[config.mk]
export PLATFORM = sky130hd
export DESIGN_NAME = instr_fetch_queue
export DESIGN_NICKNAME = d
export VERILOG_FILES = /design/src/rtl/instr_fetch_queue.sv
export SDC_FILE = /design/constraint.sdc
export NUM_CORES = 1
export LEC_CHECK = 0
export ABC_AREA = 1
export CORE_ASPECT_RATIO = 0.9
export CORE_MARGIN = 4
export CORE_UTILIZATION = 40
export CTS_CLUSTER_SIZE = 14
export DETAILED_ROUTE_END_ITERATION = 12
export GPL_TIMING_DRIVEN = 0
export PLACE_DENSITY_LB_ADDON = 0.05
export SLEW_MARGIN = 40
export SYNTH_ARGS = -nofsm -noshare
export SYNTH_HDL_FRONTEND = slang
export SYNTH_SLANG_ARGS = --single-unit
[constraint.sdc]
create_clock -name clk -period 3.9 [get_ports clk]
set_input_delay 0.585 -clock clk [delete_from_list [all_inputs] [get_ports clk]]
set_output_delay 0.585 -clock clk [all_outputs]
set_load 0.02 [all_outputs]
[src/rtl/instr_fetch_queue.sv]
// Instruction fetch queue: issues sequential fetches, buffers {addr, instr} pairs for decode, restarts on redirect.
// Latency: 1-cycle memory read plus 1-cycle queue write, so a request reaches out_valid two cycles after issue.
// Backpressure: fetch stalls when queued plus in-flight entries fill DEPTH; out_ready=0 holds the head entry stable.
module instr_fetch_queue #(
   parameter int          DEPTH    = 4,
   parameter logic [31:0] RESET_PC = 32'h0
) (
   input  logic                       clk,
   input  logic                       rst,
   output logic                       instr_rd_en,
   output logic [31:0]                instr_rd_addr,
   input  logic [31:0]                instr_rd_data,
   input  logic                       redirect,
   input  logic [31:0]                redirect_addr,
   output logic                       out_valid,
   input  logic                       out_ready,
   output logic [31:0]                out_instr,
   output logic [31:0]                out_addr,
   output logic [$clog2(DEPTH+1)-1:0] count
);

   localparam int PW = $clog2(DEPTH);
   localparam int CW = $clog2(DEPTH+1);

   logic [31:0]   r_pc;
   logic [31:0]   r_req_pc;
   logic          r_inflight;
   logic [PW-1:0] r_wr_ptr;
   logic [PW-1:0] r_rd_ptr;
   logic [CW-1:0] r_count;
   logic [31:0]   r_q_addr  [DEPTH];
   logic [31:0]   r_q_instr [DEPTH];

   logic [CW:0]   w_occupancy;
   logic [31:0]   w_redirect_pc;
   logic          w_fetch;
   logic          w_push;
   logic          w_pop;
   logic          w_has_data;

   // Slots already committed: queued entries plus the response still on its way back.
   // A pop this cycle is deliberately not counted, which keeps the issue decision off the out_ready path.
   assign w_occupancy   = {1'b0, r_count} + {{CW{1'b0}}, r_inflight};
   assign w_redirect_pc = redirect_addr & ~32'h3;

   assign w_fetch    = !rst && !redirect && (w_occupancy < (CW+1)'(DEPTH));
   assign w_has_data = (r_count != '0);
   assign w_push     = r_inflight && !redirect;
   assign w_pop      = out_valid && out_ready;

   assign instr_rd_en   = w_fetch;
   assign instr_rd_addr = r_pc;
   assign out_valid     = w_has_data && !redirect;
   assign out_instr     = w_has_data ? r_q_instr[r_rd_ptr] : '0;
   assign out_addr      = w_has_data ? r_q_addr[r_rd_ptr]  : '0;
   assign count         = r_count;

   // Fetch address, in-flight flag and the address of the outstanding request.
   always_ff @(posedge clk or posedge rst) begin
      if (rst) begin
         r_pc       <= RESET_PC;
         r_req_pc   <= RESET_PC;
         r_inflight <= 1'b0;
      end else if (redirect) begin
         r_pc       <= w_redirect_pc;
         r_inflight <= 1'b0;
      end else begin
         r_inflight <= w_fetch;
         if (w_fetch) begin
            r_pc     <= r_pc + 32'd4;
            r_req_pc <= r_pc;
         end
      end
   end

   // Queue pointers and occupancy; a redirect empties the queue and drops the response arriving with it.
   always_ff @(posedge clk or posedge rst) begin
      if (rst) begin
         r_wr_ptr <= '0;
         r_rd_ptr <= '0;
         r_count  <= '0;
      end else if (redirect) begin
         r_wr_ptr <= '0;
         r_rd_ptr <= '0;
         r_count  <= '0;
      end else begin
         if (w_push) begin
            r_wr_ptr <= r_wr_ptr + PW'(1);
         end
         if (w_pop) begin
            r_rd_ptr <= r_rd_ptr + PW'(1);
         end
         case ({w_push, w_pop})
            2'b10:   r_count <= r_count + CW'(1);
            2'b01:   r_count <= r_count - CW'(1);
            default: r_count <= r_count;
         endcase
      end
   end

   // Entry storage; contents are only observable through out_* while count is non-zero.
   always_ff @(posedge clk) begin
      if (w_push) begin
         r_q_addr[r_wr_ptr]  <= r_req_pc;
         r_q_instr[r_wr_ptr] <= instr_rd_data;
      end
   end

endmodule

# After elaboration in Yosys (flattened, before gate mapping)
# Memory sizes are Yosys's and may differ from the RTL's.
# Index checks and enable logic that the tools add are counted.
[word_totals] ramBits=256 out_inout_bits=101 n_memories=2 ff_bits=72 input_bits=68 elab_cells=44
[mem_list] name="r_q_addr" depth=4 width=32 rd=1 rd_clocked_by_memory_dff=0 write_ports=1 line="31" text="logic [31:0] r_q_addr [DEPTH];"
[mem_list] name="r_q_instr" depth=4 width=32 rd=1 rd_clocked_by_memory_dff=0 write_ports=1 line="32" text="logic [31:0] r_q_instr [DEPTH];"
[op_classes] magnitude_cmp=1 n_reduce_logical=13 add_sub_neg=6 n_mux=13 eq_ne=2 bitwise_logic=1
[ops] op="32-bit two-way mux" count=4
[ops] op="32-bit by 3-bit adder with 32-bit output, second input constant" count=1
[ops] op="2-bit two-way mux" count=4
[ops] op="3-bit case mux with 2 select lines" count=1
[ops] op="2-bit nonzero test" count=3
[ops] op="3-bit nonzero test" count=2
[ops] op="1-bit logical AND" count=5
[ops] op="2-bit by 1-bit adder with 2-bit output, second input constant" count=2
[ops] op="3-bit by 1-bit adder with 4-bit output" count=1
[ops] op="4-bit by 3-bit < comparator with 1-bit output, second input constant" count=1
[ops] op="3-bit by 1-bit adder with 3-bit output, second input constant" count=1
[ops] op="1-bit two-way mux" count=3
[ops] op="3-bit two-way mux" count=1
[ops] op="3-bit by 1-bit subtractor with 3-bit output, second input constant" count=1
[ops] op="2-bit by 1-bit equality test with 1-bit output, second input constant" count=1
[ops] op="2-bit equality test, second input constant" count=1
[ops] op="1-bit logical NOT" count=2
[ops] op="2-bit AND reduction" count=1
[ops] op="1-bit inverter" count=1

# Longest topological paths before layout
[logic_depth] depth_word=6 ltp_mapped=9 depth_no_buf=9

# Least setup slack after synthesis
# OpenSTA, ideal clock, no wires.
[synth_timing] kind="input-to-reg" start="input redirect" end="memory r_q_addr[0][10] (enable)" required_ns=3.418 arrival_time_ns=3.525 setup_slack_ns=-0.108 n_path_buf=1 setup_ns=0.482 stages=4 cell_sequence="buf_6 -> inv_2 -> nand2_1 -> nor2_1"
[synth_between] elab_chain_cells=4
[synth_lines] element="start, declared" line="13" text="input logic redirect,"
[synth_lines] element="1-bit logical NOT" line="48" text="assign w_push = r_inflight && !redirect;"
[synth_lines] element="1-bit logical AND" line="48"
[synth_lines] element="1-bit two-way mux" line="103" text="if (w_push) begin"
[synth_lines] element="1-bit two-way mux (not written as such)" line="104" text="r_q_addr[r_wr_ptr] <= r_req_pc;"
[synth_lines] element="end, declared" line="31"
# Every way passes these cells.

# Final worst setup path
[layout_timing] start="register r_rd_ptr[0]" end="output out_addr[17]"
[layout_between] elab_chain_cells=2
[layout_lines] element="start, declared" line="29" text="logic [PW-1:0] r_rd_ptr;"
[layout_lines] element="start signal, assigned" line="91" text="r_rd_ptr <= r_rd_ptr + PW'(1);"
[layout_lines] element="memory 4 x 32 bit"
[layout_lines] element="32-bit two-way mux" line="55" text="assign out_addr = w_has_data ? r_q_addr[r_rd_ptr] : '0;"
[layout_lines] element="end, declared" line="18" text="output logic [31:0] out_addr,"
# Every way passes these cells.

==> reports/results.tsv <==
metric	value	unit
maximum fanout along the worst path	10	
first-pass GRT wire length	54.32	mm
vias in the first global route	9439	
core area	32870	um^2
die width	200.2	um
initial antenna violation count	0	
Tcrit/Tclk final	92.32	%
final slew viol count	0	
final setup violation count	0	
Mapped Cells	1228	
fin util	51.60	%
YS warnings	0	
FF+latch count, synth	316	
Post-Syn Area	13300	um^2
Worst-path clk slew	60	ps
crit path DAT	3020	ps
Worst Skew	6.466	ps
PD cells	667.3	nW/um^2
later-pin clock latency in the skew report	500	ps
vias per cell	4.946	
H-tree Lvls	2	
clk buf depth	3	
CTS resizes	0	
busiest grt layer	met2	
CP required	3310	ps
fin crit period	3601	ps
Die Area	36230	um^2
static leakage	6.307	nW
share of layout cells above drive strength 1	8.430	%
DR iter-0 viols	553	
Initial Util	40.46	%
Max-Cap Viols	0	
crit end category	output pin	
antenna-violating nets left	0	
Layout Nets	1521	
outcome	completed	
sequential-to-total area share from yosys stat	68.79	%
Die Ht	181.0	um
DRC violations left	0	
Layout area overhead	27.54	%
CTS Sinks	316	
Hold WS	422.8	ps
RD Place Congestion	0.8323	
Hold Vio Cnt, Final	0	
IO buf count	161	
largest net degree at the start of global routing	40	
M2 GR Usage	31.44	%
Max Fclk	277.7	MHz
routed via count	9363	
met3 Use GR	3.320	%
Post-CTS Setup Bufs	0	
startpoint class of the critical path	register	
row cnt	63	
Worst VDD drop	0.2602	mV
CTS tree	done	
Tot GR Track Use	19.05	%
DRT Pass-1 Iters	5	
GR Util met1	26.65	%
DP Area	15870	um^2
kind of critical path	reg2out	
hold buffers post-CTS	0	
Detail Placement HPWL	23.81	mm
max_slew headroom	54.24	%
total detailed-routing wirelength	34.94	mm
wire length per cell	18.46	um
Least-Margin Pin Slew	686.4	ps
total gr overflow	0	
Distinct cells, synth	34	
CTS buffer count	35	
RSZ-0062 raised after global routing	no	
Mean Syn Cell Area	10.83	um^2
Finished Cell Area	16960	um^2
Inserted Diodes	0	
Hold WC Path Type	in2reg	
num ports	169	
Root Buffer	clkbuf_16	
-- through the flow --
stage / TNS, ps / power (W) / std cells / setup WS [ps]
6_report: 0 / 0.01132 / 1893 / 299.4
5_1_grt: 0 / 0.01195 / 1893 / 160.6
4_1_cts: 0 / 0.01146 / 1893 / 197.1
3_5_place_dp: 0 / 0.008307 / 1832 / 736.5
3_3_place_gp: -642980 / 0.008250 / 1814 / -2712
2_1_floorplan: -26690 / 0.006434 / 1231 / -107.6
-- cell families (layout without fill, tap and decap cells) --
kind of cell	after synthesis	after routing	synth area share, %
simple gates	541	541	16.56
flops	316	316	68.79
fa+ha+maj	6	6	0.6209
compound gates	238	238	9.427
xor+xnor	8	8	0.5269
other cells	1	4	0.02820
buf+inv	118	358	4.045
-- cells in the mapped netlist --
cell,instances,area [um^2]
xnor2_1,2,17.52
nand2_1,167,626.9
ha_1,5,62.56
nor2_2,1,6.260
xor2_1,6,52.55
nand3_2,2,20.02
or2_2,1,6.260
inv_2,5,18.77
nand4_1,8,50.05
buf_4,13,97.59
nor2_4,8,90.09
o21ai_0,149,745.7
nor2_1,300,1126
clkbuf_2,2,10.01
buf_6,3,33.78
buf_2,17,85.08
nand3_1,48,240.2
inv_1,47,176.4
edfxtp_1,248,7447
o21ai_1,2,10.01
buf_1,8,30.03
fa_1,1,20.02
a21boi_0,8,60.06
dfrtp_1,68,1702
a22oi_1,11,82.58
nand3b_1,1,7.510
conb_1,1,3.750
a21oi_1,62,310.3
o211ai_1,4,30.03
o31ai_1,1,7.510
clkbuf_1,23,86.33
nor3_1,2,10.01
nand2_2,3,18.77
a21boi_1,1,7.510
-- routing by layer --
metal | vias up | part of all wire (%) | wire length [um]
met5 | - | 0 | 0
met4 | 0 | 1.9 | 656
met3 | 49 | 5.1 | 1773
met2 | 256 | 47 | 16480
met1 | 4417 | 46 | 16030
li1 | 4641 | - | -
-- cells in the final DEF (no fill, tap or decap), types with 17 or more instances in the layout --
cell type	count
nand3_1	48
nand2_1	167
o21ai_0	149
edfxtp_1	248
a21oi_1	62
nor2_1	296
dfrtp_1	68
inv_1	46
clkbuf_1	31
clkbuf_16	37
buf_2	17
clkdlybuf4s50_1	161
-- final timing paths --
kind	from	end	slack, ps	cells past startpoint
hold / removal	redirect	r_wr_ptr[0]	420	4
setup / recovery	r_rd_ptr[0]	out_addr[17]	300	7
min in group asynchronous	rst	count[1]	450	2
setup reg to reg	r_inflight	r_q_instr[3][17]	1940	4
max in group asynchronous	rst	r_req_pc[6]	2940	3
hold reg to reg	r_req_pc[23]	r_q_addr[2][23]	520	0
-- critical path: stages, from the launching register on --
cell and delay (ps):
dfrtp_1 350, buf_2 190, inv_2 220, buf_2 350
clkbuf_2 310, o21ai_0 130, a21oi_1 290, clkdlybuf4s50_1 670
-- flip-flops by register name, indices dropped and copies added (netlist names) --
register,cells
r_wr_ptr,2
r_q_addr,120
r_rd_ptr,2
instr_rd_addr,30
r_inflight,1
r_q_instr,128
r_req_pc,30
count,3
-- power by group --
part | switching [W] | internal [W] | total [W] | leakage (nW)
logic | 0.00228 | 0.00143 | 0.00371 | 2.69
registers | 0.000371 | 0.00411 | 0.00448 | 3.08
clock network | 0.00125 | 0.00187 | 0.00313 | 0.532
-- final cells by class --
class | instances | area, um^2
Timing Repair Buffer | 179 | 1999
Inverter | 52 | 200.2
Clock inverter | 15 | 118.9
Tap cell | 422 | 528.0
Multi-Input combinational cell | 797 | 3654
Clock buffer | 46 | 969.7
Buffer | 66 | 342.8
Fill cell | 2963 | 15910
Sequential cell | 316 | 9149
Note: power is estimated with default switching activity, not from simulation.
